**config.mk**
```make
export PLATFORM = sky130hd
export DESIGN_NAME = elevator_call_queue
export DESIGN_NICKNAME = d
export VERILOG_FILES = /design/src/rtl/elevator_call_queue.sv
export SDC_FILE = /design/constraint.sdc
export NUM_CORES = 1
export LEC_CHECK = 0
export ABC_AREA = 1
export CORE_UTILIZATION = 41
export CTS_CLUSTER_DIAMETER = 30
export DETAILED_ROUTE_END_ITERATION = 8
export PLACE_DENSITY = 0.6
export SLEW_MARGIN = 20
export SYNTH_ARGS = -nofsm -noshare
export SYNTH_HDL_FRONTEND = slang
export SYNTH_SLANG_ARGS = --single-unit
```
**constraint.sdc**
```tcl
create_clock -name clk -period 5.1 [get_ports clk]
set_clock_uncertainty 0.2 [all_clocks]
set_input_delay 1.275 -clock clk [delete_from_list [all_inputs] [get_ports clk]]
set_output_delay 1.275 -clock clk [all_outputs]
set_load 0.01 [all_outputs]
```
**src/rtl/elevator_call_queue.sv**
```systemverilog
`default_nettype none
// ============================================================================
//  Module      : elevator_call_queue
//  Description : Pending-call register for one elevator car. Accepts floor
//                call requests (floors 0..6), flags illegal floor 7 requests,
//                and runs a door sequence IDLE -> DWELL -> CLOSE whenever
//                the car arrives at a floor that has a pending call.
//  Ports       :
//      clk            - single clock, rising edge
//      rst            - synchronous active-high reset
//      req_valid      - call request present
//      req_floor[2:0] - requested floor (7 is illegal)
//      req_ready      - requests accepted (low only during reset)
//      req_err        - one-cycle pulse after an illegal request
//      car_floor[2:0] - floor the car occupies
//      car_arrived    - one-cycle pulse: car stopped at car_floor
//      queue_status   - pending-call bit vector, bit n = floor n
//      queue_empty    - queue_status == 0
//      pending_count  - number of set bits in queue_status
//      door_open      - door-open command
//      served_valid   - one-cycle pulse: call fully served
//      served_floor   - floor served, valid with served_valid
//  Revision    : 1.0 - initial release
// ============================================================================
module elevator_call_queue #(
    parameter int DWELL_CYCLES = 16
) (
    input  logic       clk,
    input  logic       rst,
    input  logic       req_valid,
    input  logic [2:0] req_floor,
    output logic       req_ready,
    output logic       req_err,
    input  logic [2:0] car_floor,
    input  logic       car_arrived,
    output logic [6:0] queue_status,
    output logic       queue_empty,
    output logic [2:0] pending_count,
    output logic       door_open,
    output logic       served_valid,
    output logic [2:0] served_floor
);

    typedef enum logic [1:0] {
        ST_IDLE  = 2'd0,
        ST_DWELL = 2'd1,
        ST_CLOSE = 2'd2
    } state_t;

    localparam logic [7:0] c_DWELL_LAST = 8'(DWELL_CYCLES - 1);
    localparam logic [2:0] c_BAD_FLOOR  = 3'd7;

    state_t     r_state;
    logic [7:0] r_dwell_cnt;
    logic [2:0] r_svc_floor;
    logic [6:0] r_queue;
    logic       r_queue_empty;
    logic [2:0] r_pending;
    logic       r_req_ready;
    logic       r_req_err;
    logic       r_door_open;
    logic       r_served_valid;
    logic [2:0] r_served_floor;

    logic       w_take;
    logic       w_serve;
    logic [6:0] w_set;
    logic [6:0] w_clr;
    logic [6:0] w_next_q;

    function automatic logic [2:0] popcount7(input logic [6:0] v);
        logic [2:0] n;
        n = 3'd0;
        for (int i = 0; i < 7; i++) begin
            n = n + 3'(v[i]);
        end
        return n;
    endfunction

    always_comb begin
        w_take  = req_valid && r_req_ready;
        // Service starts only from IDLE and only for a floor already pending
        // before this edge; a same-edge request cannot trigger service.
        w_serve = (r_state == ST_IDLE) && car_arrived &&
                  (car_floor != c_BAD_FLOOR) && r_queue[car_floor];
        w_set   = 7'd0;
        w_clr   = 7'd0;
        // A request for the floor whose door is currently open is redundant.
        if (w_take && (req_floor != c_BAD_FLOOR) &&
            !((r_state == ST_DWELL) && (req_floor == r_svc_floor))) begin
            w_set = 7'd1 << req_floor;
        end
        if (w_serve) begin
            w_clr = 7'd1 << car_floor;
        end
        // Clear applied after set so a same-edge clear wins.
        w_next_q = (r_queue | w_set) & ~w_clr;
    end

    always_ff @(posedge clk) begin
        if (rst) begin
            r_state        <= ST_IDLE;
            r_dwell_cnt    <= 8'd0;
            r_svc_floor    <= 3'd0;
            r_queue        <= 7'd0;
            r_queue_empty  <= 1'b1;
            r_pending      <= 3'd0;
            r_req_ready    <= 1'b0;
            r_req_err      <= 1'b0;
            r_door_open    <= 1'b0;
            r_served_valid <= 1'b0;
            r_served_floor <= 3'd0;
        end else begin
            r_queue        <= w_next_q;
            r_queue_empty  <= (w_next_q == 7'd0);
            r_pending      <= popcount7(w_next_q);
            r_req_ready    <= 1'b1;
            r_req_err      <= w_take && (req_floor == c_BAD_FLOOR);
            r_served_valid <= 1'b0;
            case (r_state)
                ST_IDLE: begin
                    if (w_serve) begin
                        r_state     <= ST_DWELL;
                        r_svc_floor <= car_floor;
                        r_door_open <= 1'b1;
                        r_dwell_cnt <= 8'd0;
                    end
                end
                ST_DWELL: begin
                    // Counter value k marks the (k+1)-th open cycle.
                    if (r_dwell_cnt == c_DWELL_LAST) begin
                        r_state        <= ST_CLOSE;
                        r_door_open    <= 1'b0;
                        r_served_valid <= 1'b1;
                        r_served_floor <= r_svc_floor;
                    end else begin
                        r_dwell_cnt <= r_dwell_cnt + 8'd1;
                    end
                end
                ST_CLOSE: begin
                    r_state <= ST_IDLE;
                end
                default: begin
                    r_state     <= ST_IDLE;
                    r_door_open <= 1'b0;
                end
            endcase
        end
    end

    assign req_ready     = r_req_ready;
    assign req_err       = r_req_err;
    assign queue_status  = r_queue;
    assign queue_empty   = r_queue_empty;
    assign pending_count = r_pending;
    assign door_open     = r_door_open;
    assign served_valid  = r_served_valid;
    assign served_floor  = r_served_floor;

endmodule
`default_nettype wire
```
==> results by group, run 1 <==
Die
  • IO Pins: 28
  • Die Wd: 66.57 µm
  • Die area: between 0.004 and 0.005 mm²
  • Initial Util: 0.4273
  • Die H: 66.57 µm
  • Num rows: 23
  • Core ar.: approximately 0.004 mm²

STA
  • Period utilization: 0.9375
  • Final max-slew violation count: 0
  • Worst setup margin: 318.8 ps
  • Final setup vio count: 0
  • Tmin final: 4781 ps
  • RSZ-0062 raised after global routing: no
  • TNS Setup: 0 ps
  • Final Hold Vio Count: 0
  • Slew @ Worst Pin: 307.5 ps
  • Peak Freq: 209.2 MHz
  • Max-Slew Margin vs Limit: 0.7944

Yosys
  • Yosys top cell area share: 0.3631
  • Register area share after synthesis: 0.3631
  • Leading area contributor after synthesis: dfxtp_1
  • Synthesized area per cell: 7.033 µm²
  • Netlist cell types: 26
  • Yosys Warn Count: 0
  • Synth cell count leaders: nand2_1 (52), inv_1 (38), nor2_1 (33)
  • Syn Nets: 259
  • EDFF count, synth: 0
  • Synth area leaders: dfxtp_1 (36%), nand2_1 (11%), inv_1 (8.3%)
  • Commonest register cell after synthesis: dfxtp_1
  • Synthesized cell area: around 0.0017 mm²
  • Count leader, synth: nand2_1
  • FFs w/ async S/R, synth: 0
  • FF+latch count, synth: 31
  • Mapped Cells: 243

Detailed routing
  • Total Wirelength: 3.794 mm
  • Via density: roughly 4.6
  • First-pass DRT Iterations: 6
  • Residual DRC count: 0
  • WL/cell: 11.33 µm
  • Vias: 1,545
  • Drt first-iter violations: 75
  • Antenna viol nets, final: 0

Worst setup path
  • Worst setup path category: in2reg
  • WP data required: 5120 ps
  • R2R cell count: 18
  • CP max FO: 8
  • Setup crit end: pending_count[1]
  • Reg-to-Reg End: pending_count[1]
  • Critical Path Source: car_floor[0]
  • WP data arrival: 4810 ps
  • Critical path capture point type: flip-flop
  • R2R Path Start: r_state[1]
  • Reg-to-reg slack, setup: 1490 ps
  • Crit path launch type: primary input

Power
  • Pwr per Cell Area: 249.3 mW/mm²
  • Peak VDD IR: 0.1619 mV
  • Pleak: 0.9620 nW

CTS
  • Clk slew on worst S/H paths: 60 ps
  • Post-CTS Setup Bufs: 0
  • CTS buffer count: 5
  • Clock latency on the worst-skew pair: between 200 and 300 ps
  • Hold-fix buffers, CTS: 0
  • Deepest clock path buffer count: 2
  • Htree depth: 2
  • CTS tree: built
  • CTS resizes: 0
  • Clock Tree Root: clkbuf_8
  • Clk sinks: 31

Global routing
  • Initial antenna violation count: 0
  • Total track usage: 0.1913
  • Vias in the first global route: 1,391
  • GRT Max-Usage Layer: met1
  • Largest net degree at the start of global routing: 23
  • Met1 GRT Util: 0.2853
  • First-pass GRT wire length: 6.334 mm
  • Met3 usage in global routing: 0.04452
  • Grt ovf: 0
  • GRT met2 Usage: 0.2525

Worst hold path
  • Worst min-delay path class: reg2reg

Place
  • Setup WS pre-CTS: 34.78 ps
  • DPL Wire Length: 2.940 mm
  • Port-buffer cells: 27
  • GPL Wtd Cong: 0.9009

Final layout
  • Layout cells sized above 1: 0.1368
  • NumNets Final: 300
  • Antenna fix cells: 0
  • Area delta synth->final: 28.62%

Job
  • Max-Cap Viols: 0

Status
  • Outcome: complete, no violations
## worst min path at each step
stage	end	from	depth (start not counted)	slack [ps]
final	served_floor[0]	served_floor[0]	2	270
after global routing	served_floor[0]	served_floor[0]	2	300
after CTS	served_floor[1]	served_floor[1]	2	270
after detailed placement	served_floor[2]	served_floor[2]	2	260
after global placement	served_floor[2]	served_floor[2]	2	250
after floorplan	r_dwell_cnt[6]	r_dwell_cnt[6]	2	250
## layout by cell type (no fill, tap or decap), drive strengths merged, types with 8 or more instances in the layout
master         count
clkdlybuf4s50     27
dfxtp             31
nand2             57
a21oi             17
nor2              40
clkbuf             8
nand3             30
inv               42
buf               10
## metal layers
layer | vias to the layer above | routed length, µm
met5 | - | 0
met4 | 0 | 68
met3 | 7 | 211
met2 | 41 | 1405
met1 | 657 | 2109
li1 | 840 | -
## power by group
group          switching [mW]  leakage [nW]  internal (mW)
logic                  0.0455         0.659         0.0343
registers             0.00536         0.251          0.250
clock network          0.0903        0.0515          0.123
total                   0.141         0.962          0.407
## cells by family (layout without fill, tap and decap cells)
logic type,after synthesis,in the layout,synth area share
buffers and inverters,45,87,0.1076
DFF,31,31,0.3631
AOI/OAI and AO/OA,25,25,0.08346
adders and majority gates,6,6,0.06149
and+or+nand+nor,136,136,0.3843
## layout make-up
| type | count | area [µm²] |
|---|---|---|
| Clock buffer | 8 | 100.1 |
| Multi-Input combinational cell | 167 | 904.6 |
| Sequential cell | 31 | 620.6 |
| Timing Repair Buffer | 37 | 345.3 |
| Fill cell | 430 | 1802 |
| Inverter | 42 | 165.2 |
| Tap cell | 50 | 62.56 |
## critical path: stages
cell             delay, ps
clkdlybuf4s50_1        560
nor2_2                 190
nand2_1                 90
nand2_1                110
nor2_4                  50
nor2_4                 110
nand2_4                 60
inv_2                   70
nand3_1                 60
nand2_1                110
inv_1                   80
fa_1                   530
inv_1                   40
fa_1                   470
inv_1                   50
fa_1                   370
fa_1                   480
inv_1                   40
nor2_1                  70
## metrics by stage
step	cells	area, µm²	utilization	power [mW]	hold slack (ps)
final	335	2198	0.5496	0.5481	267.4
after global routing	335	2198	0.5496	0.5732	297.1
after CTS	335	2198	0.5496	0.5564	273.0
after detailed placement	327	2098	0.5246	0.3401	257.2
after global placement	327	2098	0.5246	0.3404	254.7
after floorplan	243	1709	-	0.3074	252.1
## registers in the layout, summed over array words and instances (netlist names)
signal,flops
door_open,1
pending_count,3
queue_empty,1
queue_status,7
r_dwell_cnt,8
r_state,2
r_svc_floor,3
req_err,1
req_ready,1
served_floor,3
served_valid,1
(Power assumes the default switching activity.)
==> run 2: changes to the inputs <==
- GPL_TIMING_DRIVEN: unset -> 1
- PLACE_DENSITY: 0.6 -> 0.69
==> results by group, run 2 (synthesis results as in run 1) <==
Die
  • Die Wd: 66.57 µm
  • Die H: about 67 µm
  • IO Pins: 28
  • Core ar.: 0.004000 mm²
  • Die area: around 0.0044 mm²
  • Initial Util: 0.4273
  • Num rows: 23

Detailed routing
  • Drt first-iter violations: just under 90
  • WL/cell: about 11 µm
  • First-pass DRT Iterations: 4
  • Vias: 1,575
  • Residual DRC count: 0
  • Antenna viol nets, final: 0
  • Total Wirelength: around 3.8 mm
  • Via density: about 4.7

CTS
  • Clk slew on worst S/H paths: 60 ps
  • Htree depth: 2
  • Clock latency on the worst-skew pair: between 200 and 300 ps
  • Hold-fix buffers, CTS: 0
  • CTS buffer count: 5
  • Clock Tree Root: clkbuf_8
  • Post-CTS Setup Bufs: 0
  • CTS resizes: 0
  • Deepest clock path buffer count: 2
  • CTS tree: built
  • Clk sinks: 31

Worst setup path
  • WP data arrival: 4730 ps
  • CP most frequent cell: inv_1
  • Crit path launch type: primary input
  • CP delay by family, top: adder cells
  • Worst setup path category: in2reg
  • Critical path capture point type: flip-flop
  • Slowest cell on the critical path: clkdlybuf4s50_1
  • WP data required: 5040 ps
  • Slowest stage delay, CP: 570 ps
  • Instance count on the critical path: 19
  • R2R cell count: 18
  • CP cell instances: clkdlybuf4s50_1, nand3_1, inv_1, nor2_1, inv_1, nor2_4, nand2_4, inv_2, nand3_1, nand2_1, inv_1, fa_1, inv_1, fa_1, inv_1, fa_1, fa_1, inv_1, nor2_1
  • Buf/Inv on CP: 8
  • CP max FO: 8
  • Reg-to-reg slack, setup: 1490 ps

Global routing
  • Grt ovf: 0
  • Total track usage: 0.1965
  • Vias in the first global route: 1,436
  • Largest net degree at the start of global routing: 23
  • Initial antenna violation count: 0
  • First-pass GRT wire length: about 6.5 mm

Job
  • Max-Cap Viols: 0

Power
  • Peak VDD IR: 0.1535 mV
  • Pwr per Cell Area: 239.9 mW/mm²
  • Pleak: 0.9384 nW

Final layout
  • Most common cell after layout, fill and taps aside: nand2_1
  • Most frequent cells in the layout: nand2_1 (52), inv_1 (38), nor2_1 (33)
  • Antenna fix cells: 0
  • Final Non-Filler Cells: 332
  • Area delta synth->final: 26.21%
  • Layout cells sized above 1: 0.1241
  • Max FFs per register: 8
  • NumNets Final: between 200 and 300
  • Biggest register: r_dwell_cnt

STA
  • Final setup vio count: 0
  • Max-Slew Margin vs Limit: 0.4686
  • Worst setup margin: 313.5 ps
  • Slew @ Worst Pin: about 790 ps
  • Final Hold Vio Count: 0
  • RSZ-0062 raised after global routing: no
  • Tmin final: 4786 ps
  • Peak Freq: 208.9 MHz
  • TNS Setup: 0 ps
  • Period utilization: 0.9385
  • Final max-slew violation count: 0

Worst hold path
  • Worst Hold Depth: 2
  • Worst min-delay path class: reg2reg

Place
  • Cell Count Post-Placement: 324
  • DPL Wire Length: 2.896 mm
  • GPL Wtd Cong: 0.9374
  • Setup WS pre-CTS: 23.57 ps
  • Port-buffer cells: 27

Status
  • Outcome: complete, no violations
[run 2: power by group]
part	switching [mW]	internal [mW]
registers	0.00560	0.250
logic	0.0460	0.0332
clock network	0.0875	0.0955
total	0.139	0.378
[run 2: area by class of cell]
class | instances | area [µm²]
multi-input cells | 167 | 904.6
clock buffers | 7 | 76.32
clock inverters | 1 | 5.005
flip-flops and latches | 31 | 620.6
well taps | 50 | 62.56
repair buffers | 34 | 322.8
fillers | 417 | 1843
inverters | 42 | 165.2
[run 2: per-layer routing]
layer | global-route usage | part of all wire | up-vias
met3 | 0.04110 | 0.045 | 6
met5 | 0 | 0 | -
li1 | - | - | 836
met1 | 0.2683 | 0.50 | 705
met4 | 0.09309 | 0.019 | 0
met2 | 0.2917 | 0.43 | 28
[run 2: worst paths after layout]
path,start,to
hold reg to reg,served_floor[2],served_floor[2]
setup / recovery,car_floor[0],pending_count[1]
hold / removal,served_floor[2],served_floor[2]
setup reg to reg,r_state[1],pending_count[1]
[run 2: stage by stage]
| step | util | total power [mW] | cell area, µm² | hold slack, ps |
|---|---|---|---|---|
| finish | 0.5393 | 0.5175 | 2157 | 266.5 |
| detailed placement | 0.5189 | 0.3397 | 2076 | 255.4 |
| global route | 0.5393 | 0.5472 | 2157 | 283.2 |
| CTS | 0.5393 | 0.5247 | 2157 | 274.6 |
| global placement | 0.5189 | 0.3382 | 2076 | 257.8 |
| floorplan | - | 0.3074 | 1709 | 252.1 |
[run 2: worst register-to-register path, cell delays in order (launching register included)]
cell and delay (ps):
dfxtp_1 360, nor2_1 110, nand2_1 90, nor2_1 140, inv_1 80, nor2_4 140, nand2_4 60, inv_2 70
nand3_1 60, nand2_1 90, inv_1 60, fa_1 530, inv_1 50, fa_1 480, inv_1 50, fa_1 370
fa_1 430, inv_1 60, nor2_1 30
